===== src/rtl/rgb_to_yuv.sv =====
// rgb_to_yuv: four-stage BT.601 studio-range RGB -> YCbCr converter on a valid/ready stream.
// Define RGB_TO_YUV_422_EN to average chroma over even/odd pixel pairs (4:2:2 output).
module rgb_to_yuv #(
    parameter int DATA_WIDTH = 8
) (
    input  logic                  i_sysclk,
    input  logic                  i_arstn,
    input  logic                  i_valid,
    output logic                  o_ready,
    input  logic                  i_sol,
    input  logic                  i_eol,
    input  logic [DATA_WIDTH-1:0] i_R,
    input  logic [DATA_WIDTH-1:0] i_G,
    input  logic [DATA_WIDTH-1:0] i_B,
    output logic                  o_valid,
    input  logic                  i_ready,
    output logic                  o_sol,
    output logic                  o_eol,
    output logic [DATA_WIDTH-1:0] o_Y,
    output logic [DATA_WIDTH-1:0] o_U,
    output logic [DATA_WIDTH-1:0] o_V
);
    localparam int W  = DATA_WIDTH;
    localparam int SW = DATA_WIDTH + 10;

    localparam logic signed [SW-1:0] K_YR  = SW'(66);
    localparam logic signed [SW-1:0] K_YG  = SW'(129);
    localparam logic signed [SW-1:0] K_YB  = SW'(25);
    localparam logic signed [SW-1:0] K_UR  = SW'(-38);
    localparam logic signed [SW-1:0] K_UG  = SW'(-74);
    localparam logic signed [SW-1:0] K_UB  = SW'(112);
    localparam logic signed [SW-1:0] K_VR  = SW'(112);
    localparam logic signed [SW-1:0] K_VG  = SW'(-94);
    localparam logic signed [SW-1:0] K_VB  = SW'(-18);
    localparam logic signed [SW-1:0] ROUND = SW'(128);
    localparam logic signed [SW-1:0] Y_OFF = SW'(16 << (W - 8));
    localparam logic signed [SW-1:0] C_OFF = SW'(128 << (W - 8));
    localparam logic signed [SW-1:0] MAXV  = SW'((1 << W) - 1);

    typedef struct packed {
        logic         sol;
        logic         eol;
        logic [W-1:0] y;
        logic [W-1:0] u;
        logic [W-1:0] v;
    } beat_t;

    // Handshake: a pixel moves on a cycle where valid and ready are both high; the
    // whole pipe advances together when the output register is empty or drained.
    logic advance;
    logic pipe_adv;
    logic accept;

    logic                 s1_vld_q, s1_sol_q, s1_eol_q;
    logic [W-1:0]         s1_r_q, s1_g_q, s1_b_q;
    logic                 s2_vld_q, s2_sol_q, s2_eol_q;
    logic signed [SW-1:0] s2_p_q [9];
    logic signed [SW-1:0] prod_d [9];
    logic                 s3_vld_q, s3_sol_q, s3_eol_q;
    logic signed [SW-1:0] s3_y_q, s3_u_q, s3_v_q;
    logic signed [SW-1:0] r_s, g_s, b_s;

    beat_t                new_beat;
    logic                 out_vld_q, out_vld_d;
    beat_t                out_q, out_d;

    function automatic logic [W-1:0] clamp_sat(input logic signed [SW-1:0] x);
        logic [W-1:0] r;
        r = x[W-1:0];
        if (x[SW-1]) begin
            r = '0;
        end else if (x > MAXV) begin
            r = '1;
        end
        return r;
    endfunction

    assign advance = !out_vld_q || i_ready;
    assign accept  = i_valid && pipe_adv;
    assign o_ready = pipe_adv;

`ifdef RGB_TO_YUV_422_EN
    logic phase_q;
    logic px_odd;
    logic s1_odd_q, s2_odd_q, s3_odd_q;

    assign px_odd = phase_q && !i_sol;

    always_ff @(posedge i_sysclk or negedge i_arstn) begin
        if (!i_arstn) begin
            phase_q <= 1'b0;
        end else if (accept) begin
            // An even pixel that ends a line has no partner, so the next one is even again.
            phase_q <= !px_odd && !i_eol;
        end
    end
`endif

    assign r_s = $signed(SW'(s1_r_q));
    assign g_s = $signed(SW'(s1_g_q));
    assign b_s = $signed(SW'(s1_b_q));

    assign prod_d[0] = r_s * K_YR;
    assign prod_d[1] = g_s * K_YG;
    assign prod_d[2] = b_s * K_YB;
    assign prod_d[3] = r_s * K_UR;
    assign prod_d[4] = g_s * K_UG;
    assign prod_d[5] = b_s * K_UB;
    assign prod_d[6] = r_s * K_VR;
    assign prod_d[7] = g_s * K_VG;
    assign prod_d[8] = b_s * K_VB;

    always_ff @(posedge i_sysclk or negedge i_arstn) begin
        if (!i_arstn) begin
            s1_vld_q <= 1'b0;
            s1_sol_q <= 1'b0;
            s1_eol_q <= 1'b0;
            s1_r_q   <= '0;
            s1_g_q   <= '0;
            s1_b_q   <= '0;
            s2_vld_q <= 1'b0;
            s2_sol_q <= 1'b0;
            s2_eol_q <= 1'b0;
            for (int i = 0; i < 9; i++) begin
                s2_p_q[i] <= '0;
            end
            s3_vld_q <= 1'b0;
            s3_sol_q <= 1'b0;
            s3_eol_q <= 1'b0;
            s3_y_q   <= '0;
            s3_u_q   <= '0;
            s3_v_q   <= '0;
`ifdef RGB_TO_YUV_422_EN
            s1_odd_q <= 1'b0;
            s2_odd_q <= 1'b0;
            s3_odd_q <= 1'b0;
`endif
        end else if (pipe_adv) begin
            s1_vld_q <= i_valid;
            if (i_valid) begin
                s1_sol_q <= i_sol;
                s1_eol_q <= i_eol;
                s1_r_q   <= i_R;
                s1_g_q   <= i_G;
                s1_b_q   <= i_B;
`ifdef RGB_TO_YUV_422_EN
                s1_odd_q <= px_odd;
`endif
            end
            s2_vld_q <= s1_vld_q;
            s2_sol_q <= s1_sol_q;
            s2_eol_q <= s1_eol_q;
            s2_p_q   <= prod_d;
            s3_vld_q <= s2_vld_q;
            s3_sol_q <= s2_sol_q;
            s3_eol_q <= s2_eol_q;
            s3_y_q   <= s2_p_q[0] + s2_p_q[1] + s2_p_q[2] + ROUND;
            s3_u_q   <= s2_p_q[3] + s2_p_q[4] + s2_p_q[5] + ROUND;
            s3_v_q   <= s2_p_q[6] + s2_p_q[7] + s2_p_q[8] + ROUND;
`ifdef RGB_TO_YUV_422_EN
            s2_odd_q <= s1_odd_q;
            s3_odd_q <= s2_odd_q;
`endif
        end
    end

    always_comb begin
        new_beat     = '0;
        new_beat.sol = s3_sol_q;
        new_beat.eol = s3_eol_q;
        new_beat.y   = clamp_sat((s3_y_q >>> 8) + Y_OFF);
        new_beat.u   = clamp_sat((s3_u_q >>> 8) + C_OFF);
        new_beat.v   = clamp_sat((s3_v_q >>> 8) + C_OFF);
    end

`ifdef RGB_TO_YUV_422_EN
    logic  pend_vld_q, pend_vld_d;
    beat_t pend_q, pend_d;
    logic  buf_vld_q, buf_vld_d;
    beat_t buf_q, buf_d;
    beat_t pair_even, pair_odd;

    // (a+b+1)>>1 rewritten so it never needs a W+1-bit intermediate.
    function automatic logic [W-1:0] avg2(input logic [W-1:0] a, input logic [W-1:0] b);
        return (a >> 1) + (b >> 1) + W'(a[0] | b[0]);
    endfunction

    // The second beat of a pair sits in pend_q; the pipe is frozen until it moves out.
    assign pipe_adv = advance && !pend_vld_q;

    always_comb begin
        out_vld_d  = out_vld_q;
        out_d      = out_q;
        pend_vld_d = pend_vld_q;
        pend_d     = pend_q;
        buf_vld_d  = buf_vld_q;
        buf_d      = buf_q;
        pair_even     = buf_q;
        pair_even.eol = 1'b0;
        pair_even.u   = avg2(buf_q.u, new_beat.u);
        pair_even.v   = avg2(buf_q.v, new_beat.v);
        pair_odd      = new_beat;
        pair_odd.u    = pair_even.u;
        pair_odd.v    = pair_even.v;
        if (advance) begin
            if (pend_vld_q) begin
                out_vld_d  = 1'b1;
                out_d      = pend_q;
                pend_vld_d = 1'b0;
            end else begin
                out_vld_d = 1'b0;
                if (s3_vld_q) begin
                    if (s3_odd_q && buf_vld_q) begin
                        out_vld_d  = 1'b1;
                        out_d      = pair_even;
                        pend_vld_d = 1'b1;
                        pend_d     = pair_odd;
                        buf_vld_d  = 1'b0;
                    end else if (!s3_odd_q && !s3_eol_q) begin
                        // A still-buffered even pixel here lost its partner to a new line.
                        if (buf_vld_q) begin
                            out_vld_d = 1'b1;
                            out_d     = buf_q;
                        end
                        buf_vld_d = 1'b1;
                        buf_d     = new_beat;
                    end else if (buf_vld_q) begin
                        out_vld_d  = 1'b1;
                        out_d      = buf_q;
                        pend_vld_d = 1'b1;
                        pend_d     = new_beat;
                        buf_vld_d  = 1'b0;
                    end else begin
                        out_vld_d = 1'b1;
                        out_d     = new_beat;
                    end
                end
            end
        end
    end

    always_ff @(posedge i_sysclk or negedge i_arstn) begin
        if (!i_arstn) begin
            pend_vld_q <= 1'b0;
            pend_q     <= '0;
            buf_vld_q  <= 1'b0;
            buf_q      <= '0;
        end else begin
            pend_vld_q <= pend_vld_d;
            pend_q     <= pend_d;
            buf_vld_q  <= buf_vld_d;
            buf_q      <= buf_d;
        end
    end
`else
    assign pipe_adv = advance;

    always_comb begin
        out_vld_d = out_vld_q;
        out_d     = out_q;
        if (advance) begin
            out_vld_d = s3_vld_q;
            if (s3_vld_q) begin
                out_d = new_beat;
            end
        end
    end
`endif

    always_ff @(posedge i_sysclk or negedge i_arstn) begin
        if (!i_arstn) begin
            out_vld_q <= 1'b0;
            out_q     <= '0;
        end else begin
            out_vld_q <= out_vld_d;
            out_q     <= out_d;
        end
    end

    assign o_valid = out_vld_q;
    assign o_sol   = out_q.sol;
    assign o_eol   = out_q.eol;
    assign o_Y     = out_q.y;
    assign o_U     = out_q.u;
    assign o_V     = out_q.v;

endmodule

===== config.mk =====
export PLATFORM = sky130hd
export DESIGN_NAME = rgb_to_yuv
export DESIGN_NICKNAME = d
export VERILOG_FILES = /design/src/rtl/rgb_to_yuv.sv
export SDC_FILE = /design/constraint.sdc
export NUM_CORES = 1
export LEC_CHECK = 0
export BUFFER_PORTS_ARGS = -buffer_cell sky130_fd_sc_hd__buf_4
export CAP_MARGIN = 20
export CORE_ASPECT_RATIO = 1.2
export CORE_MARGIN = 2
export CORE_UTILIZATION = 40
export CTS_CLUSTER_DIAMETER = 80
export CTS_CLUSTER_SIZE = 30
export DETAILED_ROUTE_END_ITERATION = 6
export GPL_TIMING_DRIVEN = 0
export PLACE_DENSITY = 0.58
export SYNTH_ARGS = -nofsm -noshare
export SYNTH_HDL_FRONTEND = slang
export SYNTH_SLANG_ARGS = --single-unit
export TNS_END_PERCENT = 5

===== constraint.sdc =====
create_clock -name i_sysclk -period 4.99 [get_ports i_sysclk]
set_input_delay 0.2495 -clock i_sysclk [delete_from_list [all_inputs] [get_ports i_sysclk]]
set_output_delay 0.2495 -clock i_sysclk [all_outputs]
set_load 0.02 [all_outputs]

==> metrics.md <==
| Metric | Value |
|---|---|
| Most frequent cell after synthesis | ha_1 |
| WL per Instance | 19.1 um |
| Clock transition at the registers of the reported paths | 0.12 ns |
| Fin area | roughly 18000 sq um |
| Post-CTS Setup Repair Bufs | 0 |
| Vias in the first global route | 12100 |
| Io pins | 58 |
| Placed inst area | 17400 sq um |
| Reg2reg setup slack | 0.57 ns |
| Synth Area in Compound Gates | 0.124 |
| Top-area cell type share of the netlist area | 0.316 |
| Ys async rst share | 1.00 |
| Post-synthesis cell area | between 15000 and 20000 sq um |
| Largest net degree at the start of global routing | 119 |
| Max transition margin | 0.340 |
| Main synth FF type | dfrtp_1 |
| Die Wd | 188 um |
| Setup crit end kind | flip-flop |
| Reg area | a little over 5000 sq um |
| Initial core utilization | 0.407 |
| Hold Path Class | input pin to asynchronous set/reset pin |
| Yosys top cell by area | dfrtp_1 |
| Routability-driven placement congestion ratio | about 0.86 |
| Mapped Cells | 1631 |
| Count of buffers from port buffering | 57 |
| Detail Placement HPWL | 34.0 mm |
| Fmax | 0.226 GHz |
| Mux cell area share after synthesis | 0.0239 |
| Standard-cell rows | 80 |
| Warnings from Yosys | 0 |
| Crit Path Category | flip-flop to flip-flop |
| Die Footprint | 42200 sq um |
| Setup Skew | 0.0523 ns |
| Drt pass-1 iters | 5 |
| Via Count | around 12000 |
| Min Tclk post-route | 4.42 ns |
| Reg-to-reg critical path startpoint | s1_g_q[2]$_DFFE_PN0P_ |
| P&R area growth vs syn | 12.1% |
| Post-synthesis xor/xnor area fraction | 0.0350 |
| Pins Over Slew Limit | 0 |
| Worst-path fanout max | 7 |
| Outcome | completed |
| Die height | 225 um |
| First-pass GRT wire length | 68.9 mm |
| Final Hold Vio Count | 0 |
| CTS buffer count | 15 |
| ANT cells | 0 |
| Final setup TNS | 0 ns |
| Initial antenna violation count | 1 |
| Final hold slack | 0.297 ns |
| TritonCTS clock tree | done |
| Worst Max-Slew Pin Slew | 0.991 ns |
| Top post-synthesis cells by area | dfrtp_1 (32%), ha_1 (22%), fa_1 (12%) |
| Crit share post-route | 0.885 |
| Layout cells sized above 1 | 0.0528 |
| Final WL | between 40 and 50 mm |
| Gr ovfl total | 0 |
| Top post-synthesis cells by count | ha_1 (288), dfrtp_1 (205), nand2_1 (204) |
| Synth Area in Adders | 0.343 |
| Worst Reg-to-Reg Cells | 15 |
| Netlist cell types | 60 |
| Average size of a mapped cell | 9.96 sq um |
| Post-Synth Simple-Gate Area | 0.108 |
| DRT iter0 DRCs | 587 |
| Sequential fraction of the synthesis area | 0.316 |
| Largest family of logic cells by synthesized area | adder cells |
| Final setup viols | 0 |
| Critical Path Start Type | flip-flop |
| Synthesized flop and latch total | 205 |
| CP required | ~5.4 ns |
| Post-synth EDFFs | 0 |
| Routed Antenna Nets | 0 |
| # DRC | 0 |
| Multi-input logic area | around 10000 sq um |
| R2R Path End | s2_p_q[87]$_DFFE_PN0N_ |
| Crit path DAT | 4.83 ns |
| Clk root buf | clkbuf_16 |
| Clk_lat worst skew | 0.55 ns |
| Max Cap Viol | 0 |
| Fillers | approximately 3800 |
| Avg Vias per Cell | 5.17 |
| Total GRT Usage | 0.213 |
| Max clock buf depth | 3 |
| Synthesized Nets | between 2000 and 2500 |
| Nets | ~2100 |
| # H-tree levels | 1 |
| CTS sink count | 205 |
| RSZ-0062 raised after global routing | false |
| Core Box Area | 39900 sq um |
[worst max-delay path by stage]
| stage | from | end | slack [ns] | depth (start not counted) |
|---|---|---|---|---|
| final | s1_g_q[2]$_DFFE_PN0P_ | s2_p_q[87]$_DFFE_PN0N_ | 0.57 | 15 |
| after global routing | s1_g_q[2]$_DFFE_PN0P_ | s2_p_q[87]$_DFFE_PN0N_ | 0.33 | 15 |
| after CTS | s1_g_q[2]$_DFFE_PN0P_ | s2_p_q[87]$_DFFE_PN0N_ | 0.57 | 15 |
| after detailed placement | s1_g_q[2]$_DFFE_PN0P_ | s2_p_q[87]$_DFFE_PN0N_ | 0.56 | 15 |
| after global placement | s1_g_q[2]$_DFFE_PN0P_ | s2_p_q[87]$_DFFE_PN0N_ | 0.57 | 15 |
| after floorplan | s1_g_q[4]$_DFFE_PN0P_ | s2_p_q[87]$_DFFE_PN0N_ | 1.08 | 13 |
[repair_timing]
| item | CTS | global route |
|---|---|---|
| hold buffers | 27 | 0 |
| hold endpoints to repair | 113 | 0 |
| resized for setup | 0 | 0 |
[stage by stage]
stage	instances	util	worst slack [ns]
after floorplan	1631	-	1.08
after global placement	2221	0.434	0.573
after detailed placement	2222	0.435	0.560
after CTS	2275	0.456	0.570
after global routing	2275	0.456	0.333
final	2275	0.456	0.572
[cell type report]
class                   count  area share
plain buffers              43     0.00887
clock buffers              15      0.0206
clock inverters            11      0.0101
inverters                 175      0.0361
multi-input cells        1208       0.566
flip-flops and latches    205       0.282
well taps                 533      0.0366
repair buffers             85      0.0403
[sequential cells by signal, indices dropped and copies added, names as in the netlist, 8 cells and up]
| name | flops |
|---|---|
| s2_p_q | 115 |
| s1_b_q | 8 |
| s3_u_q | 10 |
| s1_g_q | 8 |
| o_V | 8 |
| s3_y_q | 10 |
| s1_r_q | 8 |
| s3_v_q | 10 |
| o_U | 8 |
| o_Y | 8 |
[worst max-delay path, cell delays in order, from the launching register on]
cell,delay (ns)
dfrtp_1,0.58
inv_1,0.15
ha_1,0.32
inv_1,0.08
ha_1,0.29
inv_1,0.06
fa_1,0.53
inv_1,0.05
fa_1,0.47
ha_1,0.35
a21oi_1,0.22
o21bai_1,0.12
a2111o_1,0.48
a311oi_1,0.38
xnor2_1,0.17
o21ai_1,0.07
[metal layers]
metal / track usage / routed length [um] / up-vias
li1: - / - / 5762
met3: 0.0170 / 1260 / 52
met4: 0.0777 / 1600 / 0
met1: 0.278 / 19600 / 5761
met2: 0.373 / 21000 / 198
met5: 0 / 0 / -
[cell families after synthesis]
logic type | Yosys count
AOI/OAI and AO/OA | 326
xor gates and xnor gates | 65
adders and majority gates | 386
buffers and inverters | 218
DFF | 205
muxes | 35
and+or+nand+nor | 396
[cells in the final DEF (no fill, tap or decap), types with 4 or more instances in the layout]
master	instances
a21o_1	34
buf_4	56
mux2_1	29
nor2_1	88
nor3_1	19
buf_1	14
nor2b_1	8
nand2_1	204
clkbuf_1	29
o31ai_1	12
and3_1	7
o21a_1	10
clkbuf_16	15
mux2i_1	5
inv_1	174
a31oi_1	4
nand4b_1	4
dfrtp_1	205
o21ai_1	78
nand3_1	22
a21boi_1	4
nand3b_1	7
dlygate4sd3_1	27
o21bai_1	15
xor2_1	19
nand4_1	8
a211oi_1	13
a21oi_1	101
o211ai_1	4
ha_1	288
xnor2_1	46
nor3b_1	11
fa_1	98
a221oi_1	4
o21ai_0	23
Power is not shown: default switching activity piles up to over one toggle a cycle in this logic, so the estimate is an artifact.
